<file path="config.mk">
export PLATFORM = sky130hd
export DESIGN_NAME = reg_sequencer
export DESIGN_NICKNAME = d
export VERILOG_FILES = /design/src/rtl/reg_sequencer.sv
export SDC_FILE = /design/constraint.sdc
export NUM_CORES = 1
export LEC_CHECK = 0
export ABC_CLOCK_PERIOD_IN_PS = 3400
export CORE_UTILIZATION = 58
export CTS_CLUSTER_SIZE = 40
export DETAILED_ROUTE_END_ITERATION = 8
export DONT_BUFFER_PORTS = 1
export GPL_ROUTABILITY_DRIVEN = 1
export GPL_TIMING_DRIVEN = 0
export PLACE_DENSITY = 0.76
export SETUP_SLACK_MARGIN = 0.1
export SYNTH_ARGS = -nofsm -noshare
export SYNTH_HDL_FRONTEND = slang
export SYNTH_SLANG_ARGS = --single-unit
</file>
<file path="constraint.sdc">
create_clock -name clk -period 3.4 [get_ports clk]
set_input_delay 0.68 -clock clk [delete_from_list [all_inputs] [get_ports clk]]
set_output_delay 0.68 -clock clk [all_outputs]
set_load 0.05 [all_outputs]
</file>
<file path="src/rtl/reg_sequencer.sv">
// Byte-stream register sequencer: fetches one-byte instructions, drives an external
// 4x8 register file through combinational read ports and one write port.
module reg_sequencer (
    input  logic       clk,
    input  logic       rst,
    input  logic [7:0] instr,
    input  logic       instr_valid,
    output logic       instr_ready,
    output logic [1:0] rf_in_1,
    output logic [1:0] rf_in_2,
    output logic       rf_wen,
    output logic [7:0] rf_data,
    input  logic [7:0] rf_out_1,
    input  logic [7:0] rf_out_2,
    output logic       flag_z,
    output logic       flag_c,
    output logic       halted,
    output logic       illegal,
    output logic [7:0] retired
);

    typedef enum logic [1:0] {FETCH, EXEC, IMM, HALT} state_t;

    localparam logic [3:0] OP_NOP = 4'h0;
    localparam logic [3:0] OP_MOV = 4'h1;
    localparam logic [3:0] OP_ADD = 4'h2;
    localparam logic [3:0] OP_SUB = 4'h3;
    localparam logic [3:0] OP_AND = 4'h4;
    localparam logic [3:0] OP_OR  = 4'h5;
    localparam logic [3:0] OP_XOR = 4'h6;
    localparam logic [3:0] OP_LDI = 4'h7;
    localparam logic [3:0] OP_HLT = 4'hF;

    state_t     state_q, state_d;
    logic [7:0] ir_q, ir_d;
    logic [1:0] rd_hold_q, rd_hold_d;
    logic [1:0] rs_hold_q, rs_hold_d;
    logic       flag_z_q, flag_z_d;
    logic       flag_c_q, flag_c_d;
    logic       illegal_q, illegal_d;
    logic [7:0] retired_q, retired_d;

    logic [3:0] ir_op;
    logic [1:0] ir_rd;
    logic [1:0] ir_rs;
    logic [7:0] alu_res;
    logic       alu_c;
    logic       alu_sets_flags;
    logic [8:0] sum9;

    assign ir_op = ir_q[7:4];
    assign ir_rd = ir_q[3:2];
    assign ir_rs = ir_q[1:0];
    assign sum9  = {1'b0, rf_out_1} + {1'b0, rf_out_2};

    always_comb begin
        alu_res        = 8'h00;
        alu_c          = 1'b0;
        alu_sets_flags = 1'b1;
        case (ir_op)
            OP_MOV: begin
                alu_res        = rf_out_2;
                alu_sets_flags = 1'b0;
            end
            OP_ADD: {alu_c, alu_res} = sum9;
            OP_SUB: begin
                alu_res = rf_out_1 - rf_out_2;
                alu_c   = (rf_out_1 < rf_out_2);
            end
            OP_AND: alu_res = rf_out_1 & rf_out_2;
            OP_OR:  alu_res = rf_out_1 | rf_out_2;
            OP_XOR: alu_res = rf_out_1 ^ rf_out_2;
            default: alu_sets_flags = 1'b0;
        endcase
    end

    always_comb begin
        state_d     = state_q;
        ir_d        = ir_q;
        rd_hold_d   = rd_hold_q;
        rs_hold_d   = rs_hold_q;
        flag_z_d    = flag_z_q;
        flag_c_d    = flag_c_q;
        illegal_d   = 1'b0;
        retired_d   = retired_q;
        instr_ready = 1'b0;
        rf_wen      = 1'b0;
        rf_data     = alu_res;
        rf_in_1     = rd_hold_q;
        rf_in_2     = rs_hold_q;
        case (state_q)
            FETCH: begin
                instr_ready = 1'b1;
                if (instr_valid) begin
                    ir_d = instr;
                    case (instr[7:4])
                        OP_NOP: retired_d = retired_q + 8'd1;
                        OP_MOV, OP_ADD, OP_SUB, OP_AND, OP_OR, OP_XOR: state_d = EXEC;
                        OP_LDI: state_d = IMM;
                        OP_HLT: begin
                            state_d   = HALT;
                            retired_d = retired_q + 8'd1;
                        end
                        default: begin
                            illegal_d = 1'b1;
                            retired_d = retired_q + 8'd1;
                        end
                    endcase
                end
            end
            EXEC: begin
                rf_in_1   = ir_rd;
                rf_in_2   = ir_rs;
                rd_hold_d = ir_rd;
                rs_hold_d = ir_rs;
                rf_wen    = 1'b1;
                retired_d = retired_q + 8'd1;
                state_d   = FETCH;
                if (alu_sets_flags) begin
                    flag_z_d = (alu_res == 8'h00);
                    flag_c_d = alu_c;
                end
            end
            IMM: begin
                instr_ready = 1'b1;
                rf_in_1     = ir_rd;
                rd_hold_d   = ir_rd;
                rf_data     = instr;
                rf_wen      = instr_valid;
                if (instr_valid) begin
                    retired_d = retired_q + 8'd1;
                    state_d   = FETCH;
                end
            end
            default: ;
        endcase
        // Reset lands the FSM in FETCH immediately; keep the handshake and write quiet until release.
        if (rst) begin
            instr_ready = 1'b0;
            rf_wen      = 1'b0;
        end
    end

    always_ff @(posedge clk or posedge rst) begin
        if (rst) begin
            state_q   <= FETCH;
            ir_q      <= 8'h00;
            rd_hold_q <= 2'd0;
            rs_hold_q <= 2'd0;
            flag_z_q  <= 1'b0;
            flag_c_q  <= 1'b0;
            illegal_q <= 1'b0;
            retired_q <= 8'h00;
        end else begin
            state_q   <= state_d;
            ir_q      <= ir_d;
            rd_hold_q <= rd_hold_d;
            rs_hold_q <= rs_hold_d;
            flag_z_q  <= flag_z_d;
            flag_c_q  <= flag_c_d;
            illegal_q <= illegal_d;
            retired_q <= retired_d;
        end
    end

    assign flag_z  = flag_z_q;
    assign flag_c  = flag_c_q;
    assign halted  = (state_q == HALT);
    assign illegal = illegal_q;
    assign retired = retired_q;

endmodule

</file>
==> summary.txt, run 1 <==
Status
  • Status: completed

Synth
  • Synth Net Count: 346
  • Synthesis-stage register bit count: 25
  • Post-synthesis async set-or-reset flop share: 1.000
  • Synth cell types: 61
  • Post-synth EDFFs: 0
  • Warnings, synthesis: 0
  • Post-synth top cells: ha_1 (30), inv_1 (27), dfrtp_1 (25)
  • Seq/Total Area, Yosys: 0.2478
  • Mapped Cells: about 290
  • Post-synth top area share: 0.2478
  • Area contributors post-synth: dfrtp_1 (25%), ha_1 (15%), mux2_2 (8.9%)
  • Top FF cell, synth: dfrtp_1
  • Most frequent cell after synthesis: ha_1
  • Avg Cell Area, Syn: 8.798 um^2
  • Synthesized cell area: 2525 um^2
  • Synth area leader: dfrtp_1

Clocking
  • CTS Buf Count: 3
  • Root buffer cell: clkbuf_8
  • Max Root-Sink Buffers: 2
  • TritonCTS clock tree: done
  • Maximum level of the CTS H-tree: 1
  • CTS clk-pin slew, worst paths: 0.08 ns
  • Worst skew pair latency: ~0.27 ns
  • # clock sinks: 25

STA
  • Skew final: 0.007247 ns
  • Rel. slew slack: 0.3877
  • Fin. max-slew vios: 0
  • Final period utilization: 0.9717
  • FMAX: slightly above 300 MHz
  • Final hold vios: 0
  • Fin Hold WS: 0.4926 ns
  • Crit path time final: 3.304 ns
  • Worst-Margin Slew: around 0.92 ns
  • RSZ-0062 raised after global routing: yes
  • Count of final setup violators: 0

Detailed routing
  • Routed len/inst: 17.42 um
  • DR vias/cell: 6.278
  • Vias post-DR: 2210
  • # DRC: 0
  • DR iter-0 viols: 188
  • Pre-antenna DRT Iters: 4
  • Detail Route Antenna Nets: 0
  • Total Routed Length: 6.132 mm

Layout
  • Fin nets: 362
  • Share of cells above drive strength 1: 0.2583
  • Core Util, Final: 0.7174
  • Layout Cells excl Fill: 352
  • Fin area: 2932 um^2
  • Area Growth Syn to Fin: 16.10%
  • Ant diodes: 0

Floorplan
  • Site row count: 23
  • Initial core utilization: 0.6179
  • Die Y: about 70 um
  • Total core area: 4086 um^2
  • I/O pin count: 53
  • Die area: 4621 um^2
  • Die W: 67.98 um

Place
  • I/O Buffers: 0
  • Detailed placer's ending HPWL: 4.421 mm
  • Placer Congestion: 0.9066
  • Post-placement cell area: ~2600 um^2
  • Placed cells: 337

Worst setup path
  • Crit Path Max Fanout: 4
  • Endpoint class of the critical path: output port
  • Worst EP required: 2.72 ns
  • Crit path kind: primary input to output port
  • Reg2reg setup slack: 0.58 ns
  • Startpoint types: primary input
  • Worst Path Arrival: 2.62 ns

Power and ir drop
  • Power Total: 2.581 mW
  • Peak supply drop: 612.2 uV
  • Cell Pwr Density: ~880 nW/um^2
  • Leakage power: 1.278 nW

Min path
  • Worst hold-check path type: primary input to async pin

GRT
  • Tot GR Track Use: 0.2589
  • Initial antenna violation count: 0
  • GRT overflow: 0
  • Pin count of the biggest net entering global routing: 26
  • Vias in the first global route: 2010
  • First-pass GRT wire length: 9.025 mm

Run
  • Max_cap viols: 0
==> layout by cell type, fill, tap and decap left out, types with 4 or more instances in the layout <==
| cell type | count |
|---|---|
| nand4_1 | 6 |
| nand2_1 | 14 |
| inv_1 | 24 |
| nor2b_1 | 11 |
| o21ai_1 | 4 |
| dfrtp_1 | 25 |
| ha_1 | 26 |
| buf_6 | 5 |
| xnor2_1 | 6 |
| nor2_1 | 19 |
| a21oi_1 | 14 |
| o21ai_0 | 13 |
| nor3_1 | 4 |
| nand3_1 | 10 |
| mux2_2 | 16 |
| mux2_4 | 4 |
| buf_4 | 14 |
==> area by class of cell <==
type / instances / area [um^2]
multi-input cells: 222 / 1882
repair buffers: 13 / 97.59
plain buffers: 11 / 87.58
flip-flops and latches: 25 / 625.6
clock buffers: 4 / 45.04
inverters: 27 / 131.4
fillers: 326 / 1155
well taps: 50 / 62.56
==> worst max-delay path, cell delays in order <==
cell and delay, ns:
clkinvlp_4 0.11, ha_4 0.31, a21o_1 0.15, nand4_1 0.16, a31oi_2 0.27, a21oi_2 0.09
or4_1 0.49, o21ai_2 0.09, mux2_4 0.27
==> routing by layer <==
metal / vias up / GRT usage / part of all wire
li1: 1059 / - / -
met3: 6 / 0.05500 / 0.054
met2: 75 / 0.4412 / 0.50
met1: 1070 / 0.3292 / 0.44
met5: - / 0 / 0
met4: 0 / 0.06510 / 0.0083
==> kinds of logic after synthesis <==
| logic type | count (synthesis) | share of synthesized area |
|---|---|---|
| and+or+nand+nor | 90 | 0.2012 |
| DFF | 25 | 0.2478 |
| buffers and inverters | 40 | 0.07334 |
| AOI/OAI and AO/OA | 71 | 0.1918 |
| muxes | 22 | 0.09713 |
| adders and majority gates | 32 | 0.1645 |
| xor gates and xnor gates | 7 | 0.02428 |
==> registers in the layout, summed over array words and instances, names as in the netlist <==
register	cells
rd_hold_q	2
flag_c	1
flag_z	1
ir_q	8
state_q	2
retired	8
illegal	1
rs_hold_q	2
==> path summary, 6_finish.rpt <==
path                        startpoint    endpoint  depth (start not counted)
max in group asynchronous          rst     ir_q[6]                          1
max reg2reg                    ir_q[5]      flag_z                          9
min in group clk               ir_q[1]     ir_q[1]                          1
max                        rf_out_2[1]  rf_data[7]                          9
min reg2reg                    ir_q[1]     ir_q[1]                          1
min                                rst  state_q[1]                          1
==> power by group <==
part           internal [mW]  total, mW  switching [mW]  leakage [nW]
combinational          0.620       1.68            1.06         0.948
clock                 0.0839      0.173          0.0894        0.0228
sequential             0.427      0.724           0.297         0.307
==> what timing repair did <==
item,4_1_cts,5_1_grt
resized for setup,20,21
hold buffers,0,0
pin swaps,6,9
setup buffers,9,5
setup endpoints to repair,4,5
hold endpoints to repair,0,0
==> per-stage QoR <==
stage	worst slack, ns	TNS (ns)
4_1_cts	0.01227	0
5_1_grt	0.03743	0
3_5_place_dp	-0.2023	-0.4443
6_report	0.09633	0
2_1_floorplan	0.07371	0
3_3_place_gp	-0.2517	-0.6666
Note: power is estimated with default switching activity, not from simulation.
==> inputs of run 2 (changes only) <==
- CELL_PAD_IN_SITES_DETAIL_PLACEMENT: not set -> 0
- CELL_PAD_IN_SITES_GLOBAL_PLACEMENT: not set -> 1
- CORE_UTILIZATION: 58 -> 43
- PLACE_DENSITY: 0.76 -> not set
- PLACE_DENSITY_LB_ADDON: not set -> 0.1
- SLEW_MARGIN: not set -> 10
==> run 2 against run 1 <==
Via count decreased by 3.4%. Combinational power about the same. Power increased by 0.92%. Non-clock buffer count up 3. Maximum frequency is 0.52% lower. Final cell count is 7.1% higher. Largest cell class unchanged.
==> summary.txt, run 2 (same netlist as run 1, synthesis figures left out) <==
Status
  • Status: completed (unchanged)

Detailed routing
  • # DRC: 0 (unchanged)
  • DR iter-0 viols: 48 (was 188)
  • Detail Route Antenna Nets: 0 (unchanged)
  • Top sig layer: met4 (unchanged)
  • Vias post-DR: 2135 (was 2210)
  • DR vias/cell: 5.663 (was 6.278)
  • Routed len/inst: 16.86 um (was 17.42 um)
  • Pre-antenna DRT Iters: 4 (unchanged)
  • Wire length on met2: 3.024 mm (was 3.059 mm)
  • DR WL met3: 279 um (was 332 um)
  • Met1 wire length: 3.000 mm (was 2.689 mm)
  • Total Routed Length: 6.357 mm (was 6.132 mm)

GRT
  • Tot GR Track Use: 0.2078 (was 0.2589)
  • Initial antenna violation count: 0 (unchanged)
  • First-pass GRT wire length: 10.14 mm (was 9.025 mm)
  • GRT overflow: 0 (unchanged)
  • Vias in the first global route: 2043 (was 2010)
  • Pin count of the biggest net entering global routing: 26 (unchanged)

Place
  • I/O Buffers: 0 (unchanged)
  • Post-placement cell area: 2644 um^2 (was 2616 um^2)
  • Placer Congestion: 0.7817 (was 0.9066)
  • Detailed placer's ending HPWL: 4.759 mm (was 4.421 mm)

STA
  • Rel. slew slack: 0.3863 (was 0.3877)
  • Count of final setup violators: 0 (unchanged)
  • Worst-Margin Slew: 0.9195 ns (was 0.9174 ns)
  • RSZ-0062 raised after global routing: yes (unchanged)
  • Final hold vios: 0 (unchanged)
  • Crit path time final: 3.321 ns (was 3.304 ns)
  • Final period utilization: 0.9767 (was 0.9717)
  • FMAX: 301.1 MHz (was 302.7 MHz)
  • Skew final: 0.003141 ns (was 0.007247 ns)
  • Fin. max-slew vios: 0 (unchanged)

Clocking
  • Number of hold buffers added after CTS: 0 (unchanged)
  • Worst skew pair latency: 0.27 ns (about the same)
  • Root buffer cell: clkbuf_8 (unchanged)
  • CTS clk-pin slew, worst paths: 0.09 ns (was 0.08 ns)
  • # clock sinks: 25 (unchanged)
  • Max Root-Sink Buffers: 2 (unchanged)
  • CTS Buf Count: 3 (unchanged)
  • Maximum level of the CTS H-tree: 1 (unchanged)
  • TritonCTS clock tree: done (unchanged)

Power and ir drop
  • Cell Pwr Density: 871.5 nW/um^2 (was 880.5 nW/um^2)
  • Leakage power: 1.297 nW (was 1.278 nW)
  • Seq pwr share: 0.275 (was 0.280)
  • NetSw: 1.464 mW (was 1.450 mW)
  • Sw frac: 0.5622 (was 0.5619)
  • Clock share of power: 0.071 (was 0.067)
  • Peak supply drop: 514.0 uV (was 612.2 uV)
  • Pint: 1.141 mW (was 1.131 mW)
  • Power share of the combinational group: 0.654 (was 0.652)

Layout
  • Share of cells above drive strength 1: 0.2787 (was 0.2583)
  • Fin nets: 365 (was 362)
  • Fin area: 2989 um^2 (was 2932 um^2)
  • Ant diodes: 0 (unchanged)
  • Area Growth Syn to Fin: 18.38% (was 16.10%)
  • Core Util, Final: 0.5363 (was 0.7174)
  • Leading cell type in the layout, fill and taps excluded: ha_1 (unchanged)
  • Most frequent cells in the layout: ha_1 (26), dfrtp_1 (25), inv_1 (24), nor2_1 (18), buf_4 (17) (was ha_1 (26), dfrtp_1 (25), inv_1 (24), nor2_1 (19), mux2_2 (16))

Worst setup path
  • Startpoint types: primary input (unchanged)
  • Worst Path Arrival: 2.64 ns (was 2.62 ns)
  • Crit Path Max Fanout: 4 (unchanged)
  • Endpoint class of the critical path: output port (unchanged)
  • Worst EP required: 2.72 ns (about the same)
  • Crit path kind: primary input to output port (unchanged)

Min path
  • Worst hold-check path type: primary input to async pin (unchanged)

Floorplan
  • Total core area: 5574 um^2 (was 4086 um^2)
  • Site row count: 27 (was 23)
  • Die area: 6183 um^2 (was 4621 um^2)
  • Die W: 78.63 um (was 67.98 um)
  • Die Y: 78.63 um (was 67.98 um)
  • Initial core utilization: 0.4530 (was 0.6179)
  • I/O pin count: 53 (unchanged)

Run
  • Max_cap viols: 0 (unchanged)
[run 2: per-layer routing]
metal / vias up / global-route usage
met3: 4 / 0.02907
met1: 1003 / 0.2746
met5: - / 0
met2: 62 / 0.3530
li1: 1066 / -
met4: 0 / 0.05185
[run 2: power by group through the flow]
stage,clock network [mW],registers [mW],logic (mW)
after detailed placement,0,0.715,1.54
final,0.185,0.716,1.70
after CTS,0.189,0.716,1.63
after floorplan,0,0.684,1.30
after global placement,0,0.709,1.53
after global routing,0.203,0.738,1.83
[run 2: final cells by class]
class                           count  area, um^2
Buffer                             11       83.83
Clock buffer                        3       41.29
Clock inverter                      1       8.758
Fill cell                         535        2585
Inverter                           27       117.6
Multi-Input combinational cell    222        1898
Sequential cell                    25       625.6
Tap cell                           72       90.09
Timing Repair Buffer               16       123.9
[run 2: critical path, stage by stage]
cell	delay, ns
clkinvlp_4	0.12
ha_4	0.27
buf_4	0.13
o21ba_2	0.22
o311ai_4	0.28
a211oi_1	0.15
or4_4	0.43
o21ai_2	0.08
mux2_4	0.27
[run 2: worst paths after layout]
kind | startpoint | to | slack, ns | cells past startpoint
min | rst | illegal | 0.49 | 1
max reg2reg | ir_q[5] | flag_z | 0.66 | 9
min in group clk | ir_q[0] | ir_q[0] | 0.51 | 1
max | rf_out_2[1] | rf_data[7] | 0.08 | 9
min reg2reg | ir_q[0] | ir_q[0] | 0.51 | 1
max in group asynchronous | rst | ir_q[0] | 2.35 | 1
[run 2: timing repair]
item,in CTS,in global routing
buffers inserted,7,10
resized for setup,27,18
setup endpoints to repair,4,5
pin swaps,8,10
[run 2: stage by stage]
stage / power (mW) / instances / setup WS, ns / TNS [ns] / hold WS [ns]
2_1_floorplan: 1.980 / 287 / 0.07371 / 0 / 0.4737
3_3_place_gp: 2.241 / 359 / -0.3086 / -0.8080 / 0.4845
3_5_place_dp: 2.256 / 359 / -0.2926 / -0.6449 / 0.4925
4_1_cts: 2.536 / 368 / -0.01017 / -0.01017 / 0.5127
5_1_grt: 2.768 / 377 / -0.01235 / -0.01235 / 0.5399
6_report: 2.605 / 377 / 0.07912 / 0 / 0.4928
==> inputs of run 3 (changes only) <==
- ABC_AREA: not set -> 1
- CORE_MARGIN: not set -> 2
- CORE_UTILIZATION: 43 -> 40
==> run 3 against run 2 <==
Maximum frequency up 5.7%. Clock power about the same. Highest routed layer unchanged. Die area up 11%. Power down 12%. Global-route usage down 2.6 points.
==> summary.txt, run 3 <==
GRT
  • Initial antenna violation count: 0 (unchanged)
  • Vias in the first global route: 2181 (was 2043)
  • First-pass GRT wire length: 10.53 mm (was 10.14 mm)
  • Pin count of the biggest net entering global routing: 26 (unchanged)
  • GRT overflow: 0 (unchanged)
  • Tot GR Track Use: 0.1819 (was 0.2078)

Synth
  • Synth cell types: 29 (was 61)
  • Most frequent cell after synthesis: nand2_1 (was ha_1)
  • Post-synth top cells: nand2_1 (120), inv_1 (62), nor2_1 (34) (was ha_1 (30), inv_1 (27), dfrtp_1 (25))
  • Synthesized cell area: 2495 um^2 (was 2525 um^2)
  • Post-synthesis async set-or-reset flop share: 1.000 (unchanged)
  • Avg Cell Area, Syn: 6.566 um^2 (was 8.798 um^2)
  • Post-synth top area share: 0.2508 (was 0.2478)
  • Synthesis-stage register bit count: 25 (unchanged)
  • Synth Net Count: 439 (was 346)
  • Top FF cell, synth: dfrtp_1 (unchanged)
  • Area contributors post-synth: dfrtp_1 (25%), nand2_1 (18%), ha_1 (15%) (was dfrtp_1 (25%), ha_1 (15%), mux2_2 (8.9%))
  • Synth area leader: dfrtp_1 (unchanged)
  • Warnings, synthesis: 0 (unchanged)
  • Mapped Cells: 380 (was 287)
  • Post-synth EDFFs: 0 (unchanged)
  • Seq/Total Area, Yosys: 0.2508 (was 0.2478)

Layout
  • Most frequent cells in the layout: nand2_1 (120), inv_1 (62), nor2_1 (34), nand3_1 (31), ha_1 (30) (was ha_1 (26), dfrtp_1 (25), inv_1 (24), nor2_1 (18), buf_4 (17))
  • Leading cell type in the layout, fill and taps excluded: nand2_1 (was ha_1)
  • Fin area: 2674 um^2 (was 2989 um^2)
  • Ant diodes: 0 (unchanged)
  • Share of cells above drive strength 1: 0.05208 (was 0.2787)
  • Fin nets: 444 (was 365)
  • Area Growth Syn to Fin: 7.171% (was 18.38%)

Worst setup path
  • Worst Path Arrival: 2.46 ns (was 2.64 ns)
  • Crit Path Max Fanout: 3 (was 4)
  • Crit path kind: primary input to output port (unchanged)
  • Endpoint class of the critical path: output port (unchanged)
  • Worst EP required: 2.72 ns (about the same)
  • Startpoint types: primary input (unchanged)

Power and ir drop
  • Power share of the combinational group: 0.606 (was 0.654)
  • Leakage power: 1.464 nW (was 1.297 nW)
  • Cell Pwr Density: 857.0 nW/um^2 (was 871.5 nW/um^2)
  • Sw frac: 0.6316 (was 0.5622)
  • Peak supply drop: 567.3 uV (was 514.0 uV)
  • Pint: 0.8443 mW (was 1.141 mW)
  • Clock share of power: 0.080 (was 0.071)
  • Seq pwr share: 0.314 (was 0.275)
  • NetSw: 1.447 mW (was 1.464 mW)

Clocking
  • CTS Buf Count: 3 (unchanged)
  • Root buffer cell: clkbuf_8 (unchanged)
  • # clock sinks: 25 (unchanged)
  • Max Root-Sink Buffers: 2 (unchanged)
  • Maximum level of the CTS H-tree: 1 (unchanged)
  • Worst skew pair latency: 0.27 ns (about the same)
  • Number of hold buffers added after CTS: 0 (unchanged)
  • Setup Fix Bufs, Post-CTS: 0 (was 7)
  • CTS clk-pin slew, worst paths: 0.10 ns (was 0.09 ns)
  • TritonCTS clock tree: done (unchanged)

Floorplan
  • Total core area: 5991 um^2 (was 5574 um^2)
  • Site row count: 28 (was 27)
  • Initial core utilization: 0.4165 (was 0.4530)
  • Die Y: 82.98 um (was 78.63 um)
  • I/O pin count: 53 (unchanged)
  • Die W: 82.98 um (was 78.63 um)
  • Die area: 6885 um^2 (was 6183 um^2)

STA
  • Rel. slew slack: 0.3088 (was 0.3863)
  • RSZ-0062 raised after global routing: yes (unchanged)
  • Fin. max-slew vios: 0 (unchanged)
  • Worst-Margin Slew: 1.040 ns (was 0.9195 ns)
  • Final period utilization: 0.9238 (was 0.9767)
  • Setup TNS: 0 ns (unchanged)
  • Count of final setup violators: 0 (unchanged)
  • Skew final: 0.007568 ns (was 0.003141 ns)
  • Final hold vios: 0 (unchanged)
  • Crit path time final: 3.141 ns (was 3.321 ns)
  • FMAX: 318.4 MHz (was 301.1 MHz)

Detailed routing
  • DR iter-0 viols: 109 (was 48)
  • Pre-antenna DRT Iters: 4 (unchanged)
  • DR vias/cell: 4.965 (was 5.663)
  • Vias post-DR: 2279 (was 2135)
  • Routed len/inst: 13.75 um (was 16.86 um)
  • Total Routed Length: 6.312 mm (was 6.357 mm)
  • Detail Route Antenna Nets: 0 (unchanged)
  • # DRC: 0 (unchanged)

Place
  • Placer Congestion: 0.8603 (was 0.7817)
  • Detailed placer's ending HPWL: 5.050 mm (was 4.759 mm)
  • I/O Buffers: 0 (unchanged)
  • Post-placement cell area: 2594 um^2 (was 2644 um^2)

Min path
  • Worst hold-check path type: primary input to async pin (unchanged)

Status
  • Status: completed (unchanged)

Run
  • Max_cap viols: 0 (unchanged)
==> run 3: changes by cell type in the layout (fill, tap and decap cells not counted), moves of 14 or more <==
cell / change
nand2_1: +106
inv_1: +38
nand3_1: +21
buf_4: -16
nor2_1: +16
mux2_2: -14
==> run 3: cell type report <==
class	count	area, um^2
clock buffers	3	41.29
flip-flops and latches	25	625.6
fillers	626	3317
well taps	75	93.84
inverters	63	236.5
multi-input cells	286	1625
clock inverters	1	7.507
plain buffers	6	43.79
==> run 3: final timing paths <==
kind / startpoint / end / slack (ns) / cells after the start
worst min-delay path: rst / retired[1] / 0.49 / 1
worst max register to register: state_q[0] / retired[7] / 1.42 / 9
min in group clk: ir_q[0] / ir_q[0] / 0.49 / 2
max in group asynchronous: rst / ir_q[3] / 2.34 / 1
worst max-delay path: rf_out_1[0] / rf_data[6] / 0.26 / 13
worst min register to register: ir_q[0] / ir_q[0] / 0.49 / 2
==> run 3: routing by layer <==
layer	vias to the layer above	part of all wire	GRT usage
met4	0	0.0022	0.008942
met1	1024	0.50	0.2588
li1	1200	-	-
met5	-	0	0
met3	2	0.063	0.04771
met2	53	0.44	0.2925
==> run 3: timing repair <==
| action | CTS | global route |
|---|---|---|
| pin swaps | 0 | 1 |
| resized for setup | 2 | 6 |
| hold endpoints to repair | 0 | 0 |
| cloned | 0 | 0 |
| endpoints found under the setup margin | 2 | 5 |
==> run 3: cell families (layout without fill, tap and decap cells) <==
group                      Yosys count  count (layout)  share of synthesized area
DFF                                 25              25                     0.2508
and+or+nand+nor                    199             199                     0.3350
AOI/OAI and AO/OA                   45              45                    0.09930
adders and majority gates           32              32                     0.1665
muxes                                1               1                   0.004513
xor gates and xnor gates             9               9                    0.03159
buffers and inverters               69              73                     0.1123
==> run 3: power groups by stage <==
stage,combinational (mW),clock [mW],sequential (mW)
global route,1.53,0.199,0.740
detailed placement,1.36,0,0.726
global placement,1.35,0,0.723
finish,1.39,0.183,0.719
floorplan,1.14,0,0.695
CTS,1.37,0.187,0.721
==> run 3: through the flow <==
step                setup WS [ns]  hold slack [ns]  instances  power [mW]    util
finish                     0.2592           0.4904        459       2.291  0.4463
global route              0.02271           0.5133        459       2.470  0.4463
CTS                       0.05526           0.4919        459       2.279  0.4424
detailed placement        -0.2083           0.4671        455       2.084  0.4330
global placement          -0.2293           0.4629        455       2.075  0.4321
floorplan                  0.1082           0.4487        380       1.835       -
==> run 3: critical path, stage by stage <==
cell	delay (ns)
inv_1	0.06
ha_1	0.14
inv_1	0.09
fa_1	0.42
nand3_1	0.13
nand2_1	0.09
nand2_1	0.07
nand2_1	0.08
nand2_1	0.07
nand2_1	0.05
o21ai_1	0.12
nor2_1	0.09
o21ai_4	0.37
